**src/rtl/adc_cmd_responder.sv**
```systemverilog
// adc_cmd_responder: slave end of the cmd register bus for the ADC DSP
// control space. Each accepted sel strobe is answered by a one-cycle ack
// ACK_DELAY cycles later. Holds channel select, enable, sticky flow/collision
// status, a saturating sample counter and a scratch register.
module adc_cmd_responder #(
  parameter logic [31:0] ACTIVE_CHANNEL = 32'd1,
  parameter int unsigned ACK_DELAY      = 2,
  parameter logic [31:0] BAD_RDATA      = 32'hDEAD_BEEF,
  parameter int unsigned ADDR_W         = 8
) (
  input  logic              i_clock,
  input  logic              i_reset_n,
  input  logic              cmd_sel,
  input  logic              cmd_rd_wr_n,
  input  logic [ADDR_W-1:0] cmd_byte_addr,
  input  logic [31:0]       cmd_wdata,
  output logic              cmd_ack,
  output logic [31:0]       cmd_rdata,
  input  logic              i_valid,
  input  logic              i_flow_problem,
  output logic [31:0]       o_channel,
  output logic              o_enable,
  output logic              o_busy
);

  typedef enum logic [1:0] {
    ST_IDLE = 2'd0,
    ST_WAIT = 2'd1,
    ST_ACK  = 2'd2
  } state_t;

  localparam logic [ADDR_W-1:0] A_CHANNEL = ADDR_W'(8'h00);
  localparam logic [ADDR_W-1:0] A_CTRL    = ADDR_W'(8'h04);
  localparam logic [ADDR_W-1:0] A_STATUS  = ADDR_W'(8'h08);
  localparam logic [ADDR_W-1:0] A_COUNT   = ADDR_W'(8'h0C);
  localparam logic [ADDR_W-1:0] A_SCRATCH = ADDR_W'(8'h10);

  // With a delay of one the transaction goes straight from accept to ACK,
  // so the write/read must use the live bus values rather than the latch.
  localparam bit         DIRECT_ACK = (ACK_DELAY == 1);
  localparam logic [3:0] DLY_LOAD   = 4'(ACK_DELAY - 1);

  state_t              state_r;
  logic [3:0]          dly_r;
  logic                req_rd_r;
  logic [ADDR_W-1:0]   req_addr_r;
  logic [31:0]         req_wdata_r;
  logic [1:0]          status_r;
  logic [31:0]         count_r;
  logic [31:0]         scratch_r;

  logic                accept_s;
  logic                collide_s;
  logic                enter_ack_s;
  logic                txn_rd_s;
  logic [ADDR_W-1:0]   txn_addr_s;
  logic [31:0]         txn_wdata_s;
  logic                wr_s;
  logic                soft_clr_s;
  logic [1:0]          w1c_s;
  logic [31:0]         rd_val_s;

  // Transaction control: accept, collision detect and the edge that enters ACK.
  always_comb begin
    accept_s    = cmd_sel && ((state_r == ST_IDLE) || (state_r == ST_ACK));
    collide_s   = cmd_sel && (state_r == ST_WAIT);
    enter_ack_s = (accept_s && DIRECT_ACK) ||
                  ((state_r == ST_WAIT) && (dly_r <= 4'd1));
    if (DIRECT_ACK) begin
      txn_rd_s    = cmd_rd_wr_n;
      txn_addr_s  = cmd_byte_addr;
      txn_wdata_s = cmd_wdata;
    end else begin
      txn_rd_s    = req_rd_r;
      txn_addr_s  = req_addr_r;
      txn_wdata_s = req_wdata_r;
    end
    wr_s = enter_ack_s && !txn_rd_s;
  end

  // Write side effects: soft clear pulse and status W1C mask.
  always_comb begin
    soft_clr_s = 1'b0;
    w1c_s      = 2'b00;
    if (wr_s && (txn_addr_s == A_CTRL)) begin
      soft_clr_s = txn_wdata_s[1];
    end else begin
      soft_clr_s = 1'b0;
    end
    if (wr_s && (txn_addr_s == A_STATUS)) begin
      w1c_s = txn_wdata_s[1:0];
    end else begin
      w1c_s = 2'b00;
    end
  end

  // Read mux: register value as seen on the edge entering ACK.
  always_comb begin
    rd_val_s = BAD_RDATA;
    case (txn_addr_s)
      A_CHANNEL: rd_val_s = o_channel;
      A_CTRL:    rd_val_s = {31'd0, o_enable};
      A_STATUS:  rd_val_s = {30'd0, status_r};
      A_COUNT:   rd_val_s = count_r;
      A_SCRATCH: rd_val_s = scratch_r;
      default:   rd_val_s = BAD_RDATA;
    endcase
  end

  // Request FSM with registered ack, rdata and busy.
  always_ff @(posedge i_clock or negedge i_reset_n) begin
    if (!i_reset_n) begin
      state_r     <= ST_IDLE;
      dly_r       <= 4'd0;
      req_rd_r    <= 1'b0;
      req_addr_r  <= '0;
      req_wdata_r <= 32'd0;
      cmd_ack     <= 1'b0;
      cmd_rdata   <= 32'd0;
      o_busy      <= 1'b0;
    end else begin
      cmd_ack   <= enter_ack_s;
      cmd_rdata <= (enter_ack_s && txn_rd_s) ? rd_val_s : 32'd0;
      case (state_r)
        ST_IDLE, ST_ACK: begin
          if (accept_s) begin
            req_rd_r    <= cmd_rd_wr_n;
            req_addr_r  <= cmd_byte_addr;
            req_wdata_r <= cmd_wdata;
            dly_r       <= DLY_LOAD;
            state_r     <= DIRECT_ACK ? ST_ACK : ST_WAIT;
            o_busy      <= 1'b1;
          end else begin
            state_r <= ST_IDLE;
            o_busy  <= 1'b0;
          end
        end
        ST_WAIT: begin
          if (dly_r <= 4'd1) begin
            state_r <= ST_ACK;
          end else begin
            dly_r <= dly_r - 4'd1;
          end
          o_busy <= 1'b1;
        end
        default: begin
          state_r <= ST_IDLE;
          o_busy  <= 1'b0;
        end
      endcase
    end
  end

  // RW control registers: channel, enable, scratch.
  always_ff @(posedge i_clock or negedge i_reset_n) begin
    if (!i_reset_n) begin
      o_channel <= ACTIVE_CHANNEL;
      o_enable  <= 1'b1;
      scratch_r <= 32'd0;
    end else if (wr_s) begin
      case (txn_addr_s)
        A_CHANNEL: o_channel <= txn_wdata_s;
        A_CTRL:    o_enable  <= txn_wdata_s[0];
        A_SCRATCH: scratch_r <= txn_wdata_s;
        default:   scratch_r <= scratch_r;
      endcase
    end
  end

  // Sticky status: a new event on the same edge as W1C keeps the bit set.
  always_ff @(posedge i_clock or negedge i_reset_n) begin
    if (!i_reset_n) begin
      status_r <= 2'b00;
    end else begin
      status_r <= (status_r & ~w1c_s) | {collide_s, i_flow_problem};
    end
  end

  // Saturating sample counter; soft clear beats a same-cycle sample.
  always_ff @(posedge i_clock or negedge i_reset_n) begin
    if (!i_reset_n) begin
      count_r <= 32'd0;
    end else if (soft_clr_s) begin
      count_r <= 32'd0;
    end else if (i_valid && o_enable && (count_r != 32'hFFFF_FFFF)) begin
      count_r <= count_r + 32'd1;
    end
  end

endmodule
```
**config.mk**
```make
export PLATFORM = sky130hd
export DESIGN_NAME = adc_cmd_responder
export DESIGN_NICKNAME = d
export VERILOG_FILES = /design/src/rtl/adc_cmd_responder.sv
export SDC_FILE = /design/constraint.sdc
export NUM_CORES = 1
export LEC_CHECK = 0
export BUFFER_PORTS_ARGS = -buffer_cell sky130_fd_sc_hd__buf_2
export CORE_ASPECT_RATIO = 2
export CORE_MARGIN = 2
export CORE_UTILIZATION = 40
export CTS_CLUSTER_SIZE = 14
export DETAILED_ROUTE_END_ITERATION = 7
export GPL_TIMING_DRIVEN = 0
export PLACE_DENSITY_LB_ADDON = 0.15
export RECOVER_POWER = 25
export SLEW_MARGIN = 20
export SYNTH_ARGS = -nofsm -noshare
export SYNTH_HDL_FRONTEND = slang
export SYNTH_SLANG_ARGS = --single-unit
```
**constraint.sdc**
```tcl
create_clock -name i_clock -period 5.45 [get_ports i_clock]
set_input_delay 0.2725 -clock i_clock [delete_from_list [all_inputs] [get_ports i_clock]]
set_output_delay 0.2725 -clock i_clock [all_outputs]
set_load 0.02 [all_outputs]
```
==> metrics.csv <==
metric,value,unit
status,"finished, final reports clean",
critical path type,register to register,
critical-path maximum fanout,10,
Synth Cell Area,8040,µm²
most frequent cells in the layout,"178 x dfrtp_1, 145 x nand2_1, 107 x buf_2, 80 x nor2_1, 74 x mux2_2",
worst path required time,5750,ps
Peak supply drop,0.219,mV
drt drc,0,
CTS Buffer Depth,2,
DP Worst Slack,2730,ps
r2r setup slk,2740,ps
Routed WL per cell,17.8,µm
Synthesized Nets,833,
initial antenna violation count,0,
postcts setup bufs,0,
CTS buffer count,17,
1st-iter DRT viols,209,
DR vias/cell,5.18,
overall routing resource usage,20.3,%
FF-to-FF End,count_r[24]$_DFFE_PN0P_,
H-Tree Depth,4,
Area Overhead vs Synth,18.2,%
I/O Pins,113,
layout cells sized above 1,24.8,%
non-filler cells in the finished layout,1192,
Syn. warnings,0,
die area,21300,µm²
R2R Path Start,req_addr_r[0]$_DFFE_PN0P_,
Hold Path Class,input port to register,
Reg2Reg Depth,8,
RSZ-0062 raised after global routing,false,
Final Hold Fails,0,
TritonCTS clock tree,yes,
Placed Cells incl. Taps,1159,
Worst Min Path Start,cmd_wdata[12],
worst skew pair latency,430,ps
FILL cells,1960,
hold depth,3,
final setup fails,0,
PnR Total Power,4.05,mW
"most common cell after layout, fill and taps aside",dfrtp_1,
"EDFF count, synth",0,
Worst Tran Pin Value,959,ps
post-route setup slack,2740,ps
Post-synth ARST share,100,%
Tcrit/Tclk final,49.8,%
Syn Inst Count,784,
first-pass GRT wire length,33300,µm
Leakage,4.66,nW
PD cells,426,nW/µm²
GP Congestion,0.804,
fin nets,966,
Final ANT Viol Nets,0,
Mean Syn Cell Area,10.3,µm²
"Endpoint, Worst Hold",req_wdata_r[12]$_DFFE_PN0P_,
clock slew seen by the registers of the worst setup and hold paths,70,ps
Tmin final,2710,ps
WL final,21200,µm
Sum Neg Setup Slack,0,ps
Final Max Tran Viols,0,
Initial Util,40.6,%
Core ar.,19800,µm²
post-synth top area cell,dfrtp_1,
Max Cap Violations,0,
"top cells by area, synth","dfrtp_1 55%, mux2_2 10%, nand2_1 6.8%",
startpoint type of the worst setup path,register,
dpl hpwl,16000,µm
CP endpoint kind,register,
FP Rows,73,
Die X,104,µm
Relative slew margins,35.6,%
ys flop type,dfrtp_1,
Via Count,6179,
first drt pass iteration count,5,
FMAX,0.369,GHz
clock skew,15.1,ps
post-synth top area share,55.4,%
number of global-route vias before repair,6038,
Cell variety after synth,53,
largest net degree at the start of global routing,92,
die height,205,µm
hold_buf cts,1,
Sink Count,180,
CTS resizes,0,
gr ovfl total,0,
register area share after synthesis,56.0,%
IO Port Bufs,112,
root buf cell,clkbuf_16,
diode count,0,
Yosys reg bits,180,
WP data arrival,3010,ps
-- worst max path at each step --
stage,startpoint,end,slack (ps)
floorplan,dly_r[0]$_DFFE_PN0P_,count_r[22]$_DFFE_PN0P_,3290
global placement,i_reset_n,o_busy$_DFF_PN0_,1100
detailed placement,req_addr_r[0]$_DFFE_PN0P_,count_r[2]$_DFFE_PN0P_,2730
CTS,req_addr_r[0]$_DFFE_PN0P_,count_r[2]$_DFFE_PN0P_,2700
global route,req_addr_r[0]$_DFFE_PN0P_,count_r[5]$_DFFE_PN0P_,2600
finish,req_addr_r[0]$_DFFE_PN0P_,count_r[24]$_DFFE_PN0P_,2740
-- Yosys cell counts, types with 4 or more instances --
cell type	number
mux2_2	74
a21oi_1	65
nor4_1	4
xnor2_1	15
o21ai_0	15
inv_1	7
nand3_1	18
dfrtp_1	178
nand2b_1	5
buf_2	11
clkbuf_1	34
nand4_1	12
nor2_1	80
a211oi_1	29
a22oi_1	8
or4_1	5
nor3_1	7
and3_1	7
or3_1	11
nand2_1	145
-- cell type report --
class	count	area (µm²)	share of cell area, %
Tap cell	262	328	3.45
Sequential cell	180	4510	47.4
Clock buffer	20	447	4.70
Timing Repair Buffer	114	589	6.20
Buffer	50	206	2.17
Multi-Input combinational cell	547	3300	34.7
Clock inverter	12	97.6	1.03
Inverter	7	26.3	0.276
-- cell families (layout without fill, tap and decap cells) --
group / count (synthesis) / in the layout / share of synthesized area, %
compound gates: 133 / 133 / 10.0
xor+xnor: 16 / 16 / 1.74
fa+ha+maj: 3 / 3 / 0.467
buf+inv: 57 / 203 / 2.89
flops: 180 / 180 / 56.0
mux: 75 / 75 / 10.5
simple gates: 320 / 320 / 18.4
-- registers in the layout (all words and copies together), names as in the netlist --
| signal | count |
|---|---|
| cmd_rdata | 32 |
| o_channel | 32 |
| o_enable | 1 |
| dly_r | 4 |
| cmd_ack | 1 |
| state_r | 2 |
| scratch_r | 32 |
| count_r | 32 |
| req_rd_r | 1 |
| status_r | 2 |
| req_wdata_r | 32 |
| req_addr_r | 8 |
| o_busy | 1 |
-- critical path, stage by stage (launching register included) --
cell      delay (ps)
dfrtp_1          390
nor4_1           450
nand2b_1         210
clkbuf_1         290
nor3b_1          230
nor4bb_1         240
clkbuf_1         380
buf_2            320
nor2_1            80
-- report_power, final --
| part | total [mW] | internal [mW] | switching (mW) | leakage (nW) |
|---|---|---|---|---|
| Clock | 1.15 | 0.605 | 0.547 | 0.263 |
| Sequential | 1.88 | 1.64 | 0.235 | 2.38 |
| Combinational | 1.03 | 0.404 | 0.621 | 2.02 |
| Total | 4.05 | 2.65 | 1.40 | 4.66 |
-- metal layers --
metal	track usage, %	part of all wire [%]	wire (µm)	up-vias
met5	0	0	0	-
met4	8.30	2.9	618	0
met3	3.12	2.5	525	35
met2	38.0	55	11800	149
met1	22.8	39	8320	3011
li1	-	-	-	2984
-- stage by stage --
stage | area [µm²] | util [%] | hold WS [ps]
2_1_floorplan | 8040 | - | -23.1
3_3_place_gp | 8930 | 45.1 | 462
3_5_place_dp | 8970 | 45.2 | 343
4_1_cts | 9520 | 48.0 | 7.96
5_1_grt | 9500 | 47.9 | 19.4
6_report | 9500 | 47.9 | 28.5
Power figures use the tool's default switching activity.
